===== src/rtl/gain_restore.sv =====
// gain_restore: iterative shift-add multiplier that scales a signed sample by an unsigned fixed-point gain.
// Optional macro GAIN_RESTORE_ROUND_EN selects round-half-up before the fractional shift (default: floor).
module gain_restore #(
  parameter int DATA_W = 14,
  parameter int COEF_W = 8,
  parameter int FRAC_W = 6
) (
  input  logic              clk,
  input  logic              rst,
  input  logic              in_valid,
  output logic              in_ready,
  input  logic [DATA_W-1:0] in_data,
  input  logic [COEF_W-1:0] in_coef,
  output logic              out_valid,
  input  logic              out_ready,
  output logic [DATA_W-1:0] out_data,
  output logic              out_sat
);

  localparam int ACC_W = DATA_W + COEF_W;
  localparam int CNT_W = (COEF_W > 1) ? $clog2(COEF_W) : 1;
  localparam logic [CNT_W-1:0] LAST_BIT = CNT_W'(COEF_W - 1);
  localparam logic signed [ACC_W-1:0] MAX_V = {{(COEF_W+1){1'b0}}, {(DATA_W-1){1'b1}}};
  localparam logic signed [ACC_W-1:0] MIN_V = {{(COEF_W+1){1'b1}}, {(DATA_W-1){1'b0}}};
`ifdef GAIN_RESTORE_ROUND_EN
  localparam logic signed [ACC_W-1:0] BIAS = ACC_W'(1) << (FRAC_W - 1);
`else
  localparam logic signed [ACC_W-1:0] BIAS = '0;
`endif

  typedef enum logic [1:0] {IDLE, BUSY, SAT, HOLD} state_t;

  state_t                   state, next_state;
  logic signed [ACC_W-1:0]  sample, acc, rounded, shifted;
  logic [COEF_W-1:0]        coef;
  logic [CNT_W-1:0]         cnt;
  logic [DATA_W-1:0]        clip_data;
  logic                     clip_sat;

  assign in_ready = (state == IDLE);

  always_comb begin
    next_state = state;
    case (state)
      IDLE: if (in_valid) next_state = BUSY;
      BUSY: if (cnt == LAST_BIT) next_state = SAT;
      SAT:  next_state = HOLD;
      HOLD: if (out_ready) next_state = IDLE;
      default: next_state = IDLE;
    endcase
  end

  // Accumulator width guarantees the bias add and the shift never overflow before clipping.
  always_comb begin
    rounded   = acc + BIAS;
    shifted   = rounded >>> FRAC_W;
    clip_data = shifted[DATA_W-1:0];
    clip_sat  = 1'b0;
    if (shifted > MAX_V) begin
      clip_data = MAX_V[DATA_W-1:0];
      clip_sat  = 1'b1;
    end else if (shifted < MIN_V) begin
      clip_data = MIN_V[DATA_W-1:0];
      clip_sat  = 1'b1;
    end
  end

  always_ff @(posedge clk or posedge rst) begin
    if (rst) state <= IDLE;
    else     state <= next_state;
  end

  always_ff @(posedge clk or posedge rst) begin
    if (rst) begin
      sample    <= '0;
      coef      <= '0;
      acc       <= '0;
      cnt       <= '0;
      out_valid <= 1'b0;
      out_data  <= '0;
      out_sat   <= 1'b0;
    end else begin
      case (state)
        IDLE: begin
          if (in_valid) begin
            sample <= {{COEF_W{in_data[DATA_W-1]}}, in_data};
            coef   <= in_coef;
            acc    <= '0;
            cnt    <= '0;
          end
        end
        BUSY: begin
          if (coef[cnt]) acc <= acc + (sample <<< cnt);
          cnt <= cnt + CNT_W'(1);
        end
        SAT: begin
          out_data  <= clip_data;
          out_sat   <= clip_sat;
          out_valid <= 1'b1;
        end
        HOLD: begin
          if (out_ready) out_valid <= 1'b0;
        end
        default: ;
      endcase
    end
  end

endmodule


===== config.mk =====
export PLATFORM = sky130hd
export DESIGN_NAME = gain_restore
export DESIGN_NICKNAME = d
export VERILOG_FILES = /design/src/rtl/gain_restore.sv
export SDC_FILE = /design/constraint.sdc
export NUM_CORES = 1
export LEC_CHECK = 0
export CORE_MARGIN = 1.5
export CORE_UTILIZATION = 58
export CTS_CLUSTER_DIAMETER = 200
export CTS_CLUSTER_SIZE = 20
export DETAILED_ROUTE_END_ITERATION = 10
export GPL_ROUTABILITY_DRIVEN = 0
export PLACE_DENSITY = 0.81
export SLEW_MARGIN = 0
export SYNTH_ARGS = -nofsm -noshare
export SYNTH_HDL_FRONTEND = slang
export SYNTH_SLANG_ARGS = --single-unit

===== constraint.sdc =====
create_clock -name clk -period 5 [get_ports clk]
set_input_delay 1 -clock clk [delete_from_list [all_inputs] [get_ports clk]]
set_output_delay 1 -clock clk [all_outputs]
set_load 0.02 [all_outputs]

==> results of run 1 <==
## through the flow
stage | hold WS [ps] | std cells | cell area [µm²] | power [mW]
4_1_cts | 494.7 | 632 | 4996 | 3.471
5_1_grt | 537.8 | 632 | 4996 | 3.773
3_5_place_dp | 479.1 | 616 | 4833 | 3.078
3_3_place_gp | 471.8 | 616 | 4833 | 2.979
2_1_floorplan | 455.1 | 503 | 4398 | 2.583
6_report | 494.1 | 632 | 4996 | 3.484
## state kept, by name, summed over array words and instances, names as in the netlist
signal,cells
acc,22
cnt,3
coef,8
out_data,14
out_sat,1
out_valid,1
sample,14
state,2
## tightest hold or removal path, cell delays in order, from the launching register on
cell	delay, ps
dfrtp_1	350
nand2_1	50
o31ai_1	50
## cell type report
type,instances,area [µm²],share of cell area (%)
well taps,99,123.9,2.479
clock buffers,10,127.6,2.554
clock inverters,6,35.03,0.7012
flip-flops and latches,65,1627,32.56
multi-input cells,381,2550,51.04
repair buffers,43,427.9,8.565
inverters,28,105.1,2.104
## cell usage after synthesis (2+ instances only)
master,n
nand2_1,73
dfrtp_1,65
o21ai_0,55
nor2_1,46
mux2_2,33
inv_1,28
ha_1,27
a21oi_1,24
clkbuf_1,24
o211ai_1,17
mux2i_1,10
a21o_1,8
xnor2_1,7
xor2_1,7
nand3_1,6
a32o_1,5
nand4_1,5
buf_1,4
nor3_1,4
o21bai_1,4
a31oi_1,3
nand2b_1,3
o21a_1,3
o31ai_1,3
or3_1,3
a211oi_1,2
a21boi_0,2
a22o_1,2
a311oi_1,2
and2_1,2
mux4_2,2
nor2b_1,2
or2_2,2
## cells by family after synthesis
group / Yosys count
buf+inv: 57
fa+ha+maj: 28
mux: 45
compound gates: 143
flops: 65
simple gates: 151
xor+xnor: 14
## layer usage
metal | GRT usage [%] | wire length, µm | vias up
li1 | - | - | 1830
met4 | 10.32 | 214 | 0
met1 | 31.59 | 4223 | 1762
met2 | 40.47 | 4549 | 135
met5 | 0 | 0 | -
met3 | 4.484 | 523 | 20
## power by group
group,internal (mW),switching [mW]
sequential,0.733,0.241
clock,0.176,0.212
combinational,0.936,1.19
total,1.85,1.64
## final timing paths
path / from / end / cells after the start
min in group asynchronous: rst / out_data[12] / 2
min: acc[3] / acc[3] / 2
max reg2reg: cnt[0] / acc[21] / 11
max: cnt[0] / acc[21] / 11
max in group asynchronous: rst / sample[3] / 3
min reg2reg: acc[3] / acc[3] / 2
## cells in the final DEF, fill, tap and decap left out, types with 5 or more instances in the layout
master and count:
o211ai_1 17, dfrtp_1 65, nand3_1 6, a32o_1 5, a21o_1 8, xor2_1 7
nor2_1 46, ha_1 27, mux2_2 33, clkbuf_8 9, o21ai_0 55, clkdlybuf4s50_1 42
xnor2_1 7, nand4_1 5, nand2_1 73, mux2i_1 10, a21oi_1 24, inv_1 27
==> reports/metrics.csv, run 1 <==
metric;value;unit
cts_tree;yes;
postCtsResizedCells;0;
grt_pass1_wl;16.16;mm
synthSimpleGateAreaFrac;14.62;%
antenna_cells;0;
start_util;60.31;%
setup_viol;0;
synthArstFlopShare;100.0;%
grt-ovfl-total;0;
grt_usage;24.50;%
final_max_slew_viol_count;0;
ir_worst_vdd;0.3299;mV
utilization;68.51;%
yosysTopAreaCellShare;36.98;%
ctsHtreeMaxLevel;3;
fin_ws;1067;ps
vias;3747;
syn_area;4398;µm²
fin_crit;3933;ps
synthMuxAreaShare;11.75;%
r2r_slack;1070;ps
grt_max_degree;38;
place_ws;1110;ps
post_cts_buffers;0;
fp.coreArea;7292;µm²
hold_path_class;reg2reg;
clock.fmax;254.3;MHz
crit_arrival;4210;ps
die_h;90.08;µm
grt_pass1_vias;3496;
synth_top_family_by_area;compound AO/OA/AOI/OAI gates;
drv_cap;0;
cp_cell_sequence;mux2_2 -> o21ai_0 -> o21ai_0 -> ha_1 -> a21o_1 -> a31oi_1 -> o221ai_1 -> a221o_1 -> o21a_1 -> or4_1 -> o211ai_2;
synth_compound_area_share;20.68;%
relSlewSlack;42.91;%
synth-seq-cells;65;
dp_hpwl;7.022;mm
drc;0;
portBuffers;42;
status;finished, final reports clean;
avgRoutedWirePerCell;15.05;µm
cts_sinks;65;
synthFlopType;dfrtp_1;
layout.nets;582;
drt_pre_antenna_iters;5;
fillers;617;
powerDensity;697.4;nW/µm²
cp_slowest_cell;dfrtp_1;
crit_family;compound AO/OA/AOI/OAI gates;
drt-initial-drc-count;283;
num_io_pins;43;
synth_edf_count;0;
synth_adder_area_share;8.137;%
worst_slew_pin_slew;856.3;ps
cts_buffers;9;
synth_xor_xnor_area_share;2.788;%
syn_avg_cell_area;8.743;µm²
drive_gt1_share;10.69;%
area_growth;13.60;%
crit_fanout;22;
crit_type;reg2reg;
syn-instance-count;503;
postCtsHoldBufs;0;
synth_top_cell_by_area;dfrtp_1;
cpMostUsedCell;o21ai_0;
skew;10.49;ps
antenna_found_initial;0;
leakagePower;2.177;nW
endpoint_kind;register;
worst_setup_path_start_kind;register;
die_w;90.08;µm
path_clk_slew;80;ps
finalWirelength;9.511;mm
routed_via_density;5.929;
rsz0062_at_grt;false;
final_antenna_net_count;0;
fin_crit_sh;78.66;%
ys_types;53;
clk_latency;350;ps
max_stage_delay;890;ps
die_area;8114;µm²
cts_root_buf;clkbuf_8;
yosys-top-cells-area;dfrtp_1 37%, mux2_2 8.4%, ha_1 7.7%, o21ai_0 6.3%, nand2_1 6.2%;
crit_buf_inv;0;
synth_seq_area_share;36.98;%
num_rows;31;
yosys_warnings;0;
synth_nets;557;
clock_path_buffers;2;
cp.required;5280;ps
hold_viol;0;
fin_setup_tns;0;ps
No activity file was read; power rests on OpenSTA's default activity.
==> run 2: changes to the inputs <==
- CORE_UTILIZATION: 58 -> 52
- PLACE_DENSITY: 0.81 -> 0.77
- clock period: 5 -> 3.2 ns (I/O delays scaled with it)
==> run 2 against run 1 <==
The flow now finishes with violations (setup timing). Flip-flop and latch count unchanged. Largest power group unchanged. Total power is 85% higher. Register-to-register slack worse by 1100 ps. Critical endpoint unchanged. Routed wire length is 8.7% higher. Combinational power rose by 97%. Critical path depth increased by 3. Cell area increased by 12%. Maximum frequency is 21% higher. Worst setup slack got worse by 1100 ps.
==> reports/metrics.csv, run 2 (synthesis gave the netlist of run 1 again) <==
metric;value;unit
status;complete, but fails checks;
violations;setup timing;
largest_register_ffs;22;
grt_pass1_wl;16.28;mm
cts_root_buf;clkbuf_8;
min_path_cells;2;
fin_crit_sh;101.9;%
utilization;67.84;%
fin_setup_tns;-62.15;ps
crit_arrival;3530;ps
num_io_pins;43;
ir_worst_vdd;0.5262;mV
setup_viol;1;
path_clk_slew;70;ps
grt-ovfl-total;0;
die_area;9018;µm²
fillers;627;
final_max_slew_viol_count;0;
hold_end;acc[4];
ctsHtreeMaxLevel;3;
clk_latency;340;ps
antenna_cells;0;
fin_crit;3262;ps
crit_family;compound AO/OA/AOI/OAI gates;
vias;3884;
relSlewSlack;42.64;%
cts_tree;yes;
drt_pre_antenna_iters;4;
start_util;53.53;%
timing.rr.start;cnt[0];
layout_commonest_cell;nand2_1;
top_register;acc;
reg2regPathDepth;14;
grt_pass1_vias;3560;
drv_cap;0;
worst_setup_path_start_kind;register;
num_rows;33;
fin_hold_ws;496.3;ps
hold_viol;0;
cp.required;3470;ps
drive_gt1_share;23.94;%
portBuffers;42;
avgRoutedWirePerCell;15.36;µm
worst_slew_pin_slew;858.3;ps
die_h;94.97;µm
antenna_found_initial;0;
cts_sinks;65;
cts_buffers;9;
crit_fanout;7;
crit_buf_inv;2;
crit_type;reg2reg;
die_w;94.97;µm
finalWirelength;10.34;mm
grt_usage;23.16;%
area_growth;26.74;%
r2r_end;acc[21];
clock_path_buffers;2;
holdCritStartpoint;acc[4];
cp_slowest_cell;or4_1;
leakagePower;2.424;nW
layout.nets;617;
fp.coreArea;8217;µm²
multi_input_area;2740;µm²
endpoint_kind;register;
max_stage_delay;480;ps
clock.fmax;306.5;MHz
rsz0062_at_grt;true;
cp_cell_sequence;buf_6 -> clkbuf_16 -> mux2i_4 -> nand2_2 -> o211ai_1 -> o21ai_1 -> ha_1 -> a21o_1 -> a31oi_2 -> o221ai_2 -> a221o_1 -> o21a_1 -> or4_1 -> o211ai_2;
routed_via_density;5.771;
p_total;6.437;mW
layout_common_cells;72 x nand2_1, 64 x dfrtp_1, 45 x o21ai_0;
drt-initial-drc-count;272;
dp_hpwl;7.039;mm
powerDensity;1155;nW/µm²
final_antenna_net_count;0;
postCtsHoldBufs;0;
skew;6.072;ps
drc;0;
r2r_slack;-60;ps
reg_top3;acc: 22 flops, out_data: 14 flops, sample: 14 flops;
grt_max_degree;66;
seqCellArea;1628;µm²
fin_ws;-62.15;ps
hold_path_class;reg2reg;
run 2: cell types whose count changed in the layout (fill, tap and decap cells not counted), sizes merged:
cell / before / now
buf: 1 / 34
bufinv: 0 / 2
clkbuf: 10 / 12
clkinv: 4 / 2
clkinvlp: 2 / 3
inv: 28 / 27
run 2: repair_timing:
action / 4_1_cts / 5_1_grt
pin swaps: 0 / 27
buffers inserted: 0 / 8
gates cloned: 0 / 2
endpoints found under the hold margin: 0 / 0
endpoints found under the setup margin: 1 / 10
resized for setup: 0 / 60
run 2: area by class of cell:
cell class | instances | area share (%)
well taps | 105 | 2.357
repair buffers | 77 | 13.09
inverters | 28 | 1.953
multi-input cells | 381 | 49.16
repair inverters | 1 | 0.1347
clock inverters | 5 | 1.392
flip-flops and latches | 65 | 29.20
clock buffers | 11 | 2.716
run 2: worst max-delay path by stage:
stage / start / end / slack, ps / depth (start not counted)
global placement: cnt[0] / acc[21] / 50 / 12
CTS: cnt[0] / acc[21] / -9 / 14
floorplan: cnt[0] / acc[21] / -10 / 15
detailed placement: cnt[0] / acc[21] / -0.5 / 14
global route: cnt[1] / acc[21] / -200 / 12
finish: cnt[0] / acc[21] / -60 / 14
run 2: layer usage:
layer / up-vias / track usage, % / part of all wire, %
met2: 137 / 38.63 / 49
met5: - / 0 / 0
met1: 1822 / 29.91 / 45
met4: 0 / 8.831 / 1.8
met3: 17 / 3.945 / 5.1
li1: 1908 / - / -
run 2: through the flow:
| step | cells | area [µm²] | worst slack [ps] |
|---|---|---|---|
| 5_1_grt | 673 | 5574 | -200.0 |
| 3_3_place_gp | 647 | 5054 | 46.83 |
| 4_1_cts | 663 | 5283 | -9.217 |
| 6_report | 673 | 5574 | -62.15 |
| 2_1_floorplan | 503 | 4415 | -10.88 |
| 3_5_place_dp | 647 | 5054 | -0.4676 |
run 2: worst register-to-register path: stages (launching register included):
cell       delay (ps)
dfrtp_2           430
buf_6             130
clkbuf_16         160
mux2i_4           200
nand2_2           110
o211ai_1          110
o21ai_1           100
ha_1              300
a21o_1            220
a31oi_2           200
o221ai_2          140
a221o_1           370
o21a_1            180
or4_1             480
o211ai_2           70
run 2: report_power, final:
part,switching [mW],leakage (nW),internal (mW)
Combinational,2.22,1.48,1.95
Clock,0.325,0.115,0.478
Sequential,0.309,0.826,1.15
==> run 3: changes to the inputs <==
- CTS_CLUSTER_SIZE: 20 -> default
- RECOVER_POWER: default -> 25
==> run 3 against run 2 <==
The run ends with capacitance limit, slew limit, setup timing left. Critical path depth unchanged. First-iteration DRC count unchanged. Sequential power barely moved. Flip-flop and latch count unchanged. Total power about the same. Worst hold slack hardly changed. Clock power is essentially flat. Sequential share of layout area rose by 0.079 points. Cell area is 0.27% lower. Maximum frequency down 0.18%. Non-clock buffer count is the same. Critical endpoint unchanged. Highest routed layer unchanged.
==> reports/metrics.csv, run 3 (synthesis gave the netlist of run 1 again) <==
metric;value;unit
status;complete, but fails checks;
violations;capacitance limit, slew limit, setup timing;
drv_cap;1;
num_io_pins;43;
cts_tree;yes;
dp_hpwl;7.039;mm
vias;3896;
cp_slowest_cell;or4_1;
antenna_found_initial;0;
layout_commonest_cell;nand2_1;
place_ws;-0.4676;ps
portBuffers;42;
fin_setup_tns;-72.85;ps
fillers;629;
antenna_cells;0;
die_w;94.97;µm
powerDensity;1158;nW/µm²
grt_usage;23.16;%
setup_viol;3;
num_rows;33;
skew;6.091;ps
cts_sinks;65;
grt_max_degree;66;
drt_pre_antenna_iters;6;
endpoint_kind;register;
drive_gt1_share;23.77;%
die_area;9018;µm²
relSlewSlack;-6.351;%
postCtsHoldBufs;0;
ir_worst_vdd;0.5270;mV
utilization;67.66;%
routed_via_density;5.789;
die_h;94.97;µm
layout.nets;617;
fin_hold_ws;496.2;ps
ctsHtreeMaxLevel;3;
drt-initial-drc-count;272;
fin_crit;3268;ps
worst_slew_pin_slew;1595;ps
drc;0;
largest_register_ffs;22;
clk_latency;350;ps
grt_pass1_vias;3560;
crit_arrival;3540;ps
seqCellArea;1628;µm²
grt-ovfl-total;0;
path_clk_slew;70;ps
fin_ws;-68.16;ps
worst_setup_path_start_kind;register;
avgRoutedWirePerCell;15.36;µm
layout_common_cells;72 x nand2_1, 64 x dfrtp_1, 45 x o21ai_0;
area_growth;26.40;%
final_antenna_net_count;0;
cts_buffers;9;
cts_root_buf;clkbuf_8;
hold_path_class;reg2reg;
final_max_slew_viol_count;66;
crit_fanout;7;
start_util;53.53;%
cp_cell_sequence;buf_6 -> clkbuf_16 -> mux2i_4 -> nand2_2 -> o211ai_1 -> o21ai_1 -> ha_1 -> a21o_1 -> a31oi_2 -> o221ai_2 -> a221o_1 -> o21a_1 -> or4_1 -> o211ai_2;
hold_viol;0;
reg_top3;acc: 22 flops, out_data: 14 flops, sample: 14 flops;
leakagePower;2.416;nW
clock.fmax;306.0;MHz
crit_type;reg2reg;
cp.required;3470;ps
grt_pass1_wl;16.28;mm
fp.coreArea;8217;µm²
fin_crit_sh;102.1;%
finalWirelength;10.34;mm
multi_input_area;2740;µm²
max_stage_delay;480;ps
clock_path_buffers;2;
top_register;acc;
rsz0062_at_grt;true;
[run 3: report_power, final]
| group | internal (mW) | switching (mW) |
|---|---|---|
| clock network | 0.478 | 0.325 |
| logic | 1.95 | 2.23 |
| registers | 1.15 | 0.311 |
[run 3: worst paths after layout]
path                       startpoint      endpoint  slack [ps]  cells after the start
max in group asynchronous         rst        cnt[0]         840                      3
max reg2reg                    cnt[0]       acc[21]         -70                     14
min in group asynchronous         rst  out_data[10]        1290                      3
min                            acc[4]        acc[4]         500                      2
max                            cnt[0]       acc[21]         -70                     14
min reg2reg                    acc[4]        acc[4]         500                      2
[run 3: cell type report]
| cell class | instances | area share, % |
|---|---|---|
| Multi-Input combinational cell | 381 | 49.29 |
| Sequential cell | 65 | 29.28 |
| Timing Repair Buffer | 77 | 12.85 |
| Clock buffer | 11 | 2.723 |
| Tap cell | 105 | 2.363 |
| Inverter | 28 | 1.958 |
| Clock inverter | 5 | 1.395 |
| Timing Repair inverter | 1 | 0.1350 |
[run 3: per-layer routing]
layer | wire length, µm | global-route usage, %
met5 | 0 | 0
met4 | 198 | 8.831
met3 | 570 | 3.945
met2 | 4994 | 38.63
met1 | 4576 | 29.91
[run 3: per-stage QoR]
| stage | std cells | total power, mW | cell area [µm²] |
|---|---|---|---|
| detailed placement | 647 | 5.078 | 5054 |
| finish | 673 | 6.439 | 5559 |
| global placement | 647 | 4.953 | 5054 |
| global route | 673 | 6.950 | 5559 |
| CTS | 663 | 5.906 | 5283 |
| floorplan | 503 | 4.058 | 4415 |
[run 3: timing repair]
action	CTS	global route
buffers inserted	0	8
endpoints found under the setup margin	1	10
resized for setup	0	60
cloned	0	2
pin swaps	0	27
[run 3: worst max-delay path, delay by kind of cell (launching register included)]
family | cells | cell delay, ps
AOI/OAI and AO/OA | 8 | 1390
and+or+nand+nor | 2 | 580
DFF | 1 | 430
adders and majority gates | 1 | 300
buffers and inverters | 2 | 270
muxes | 1 | 200
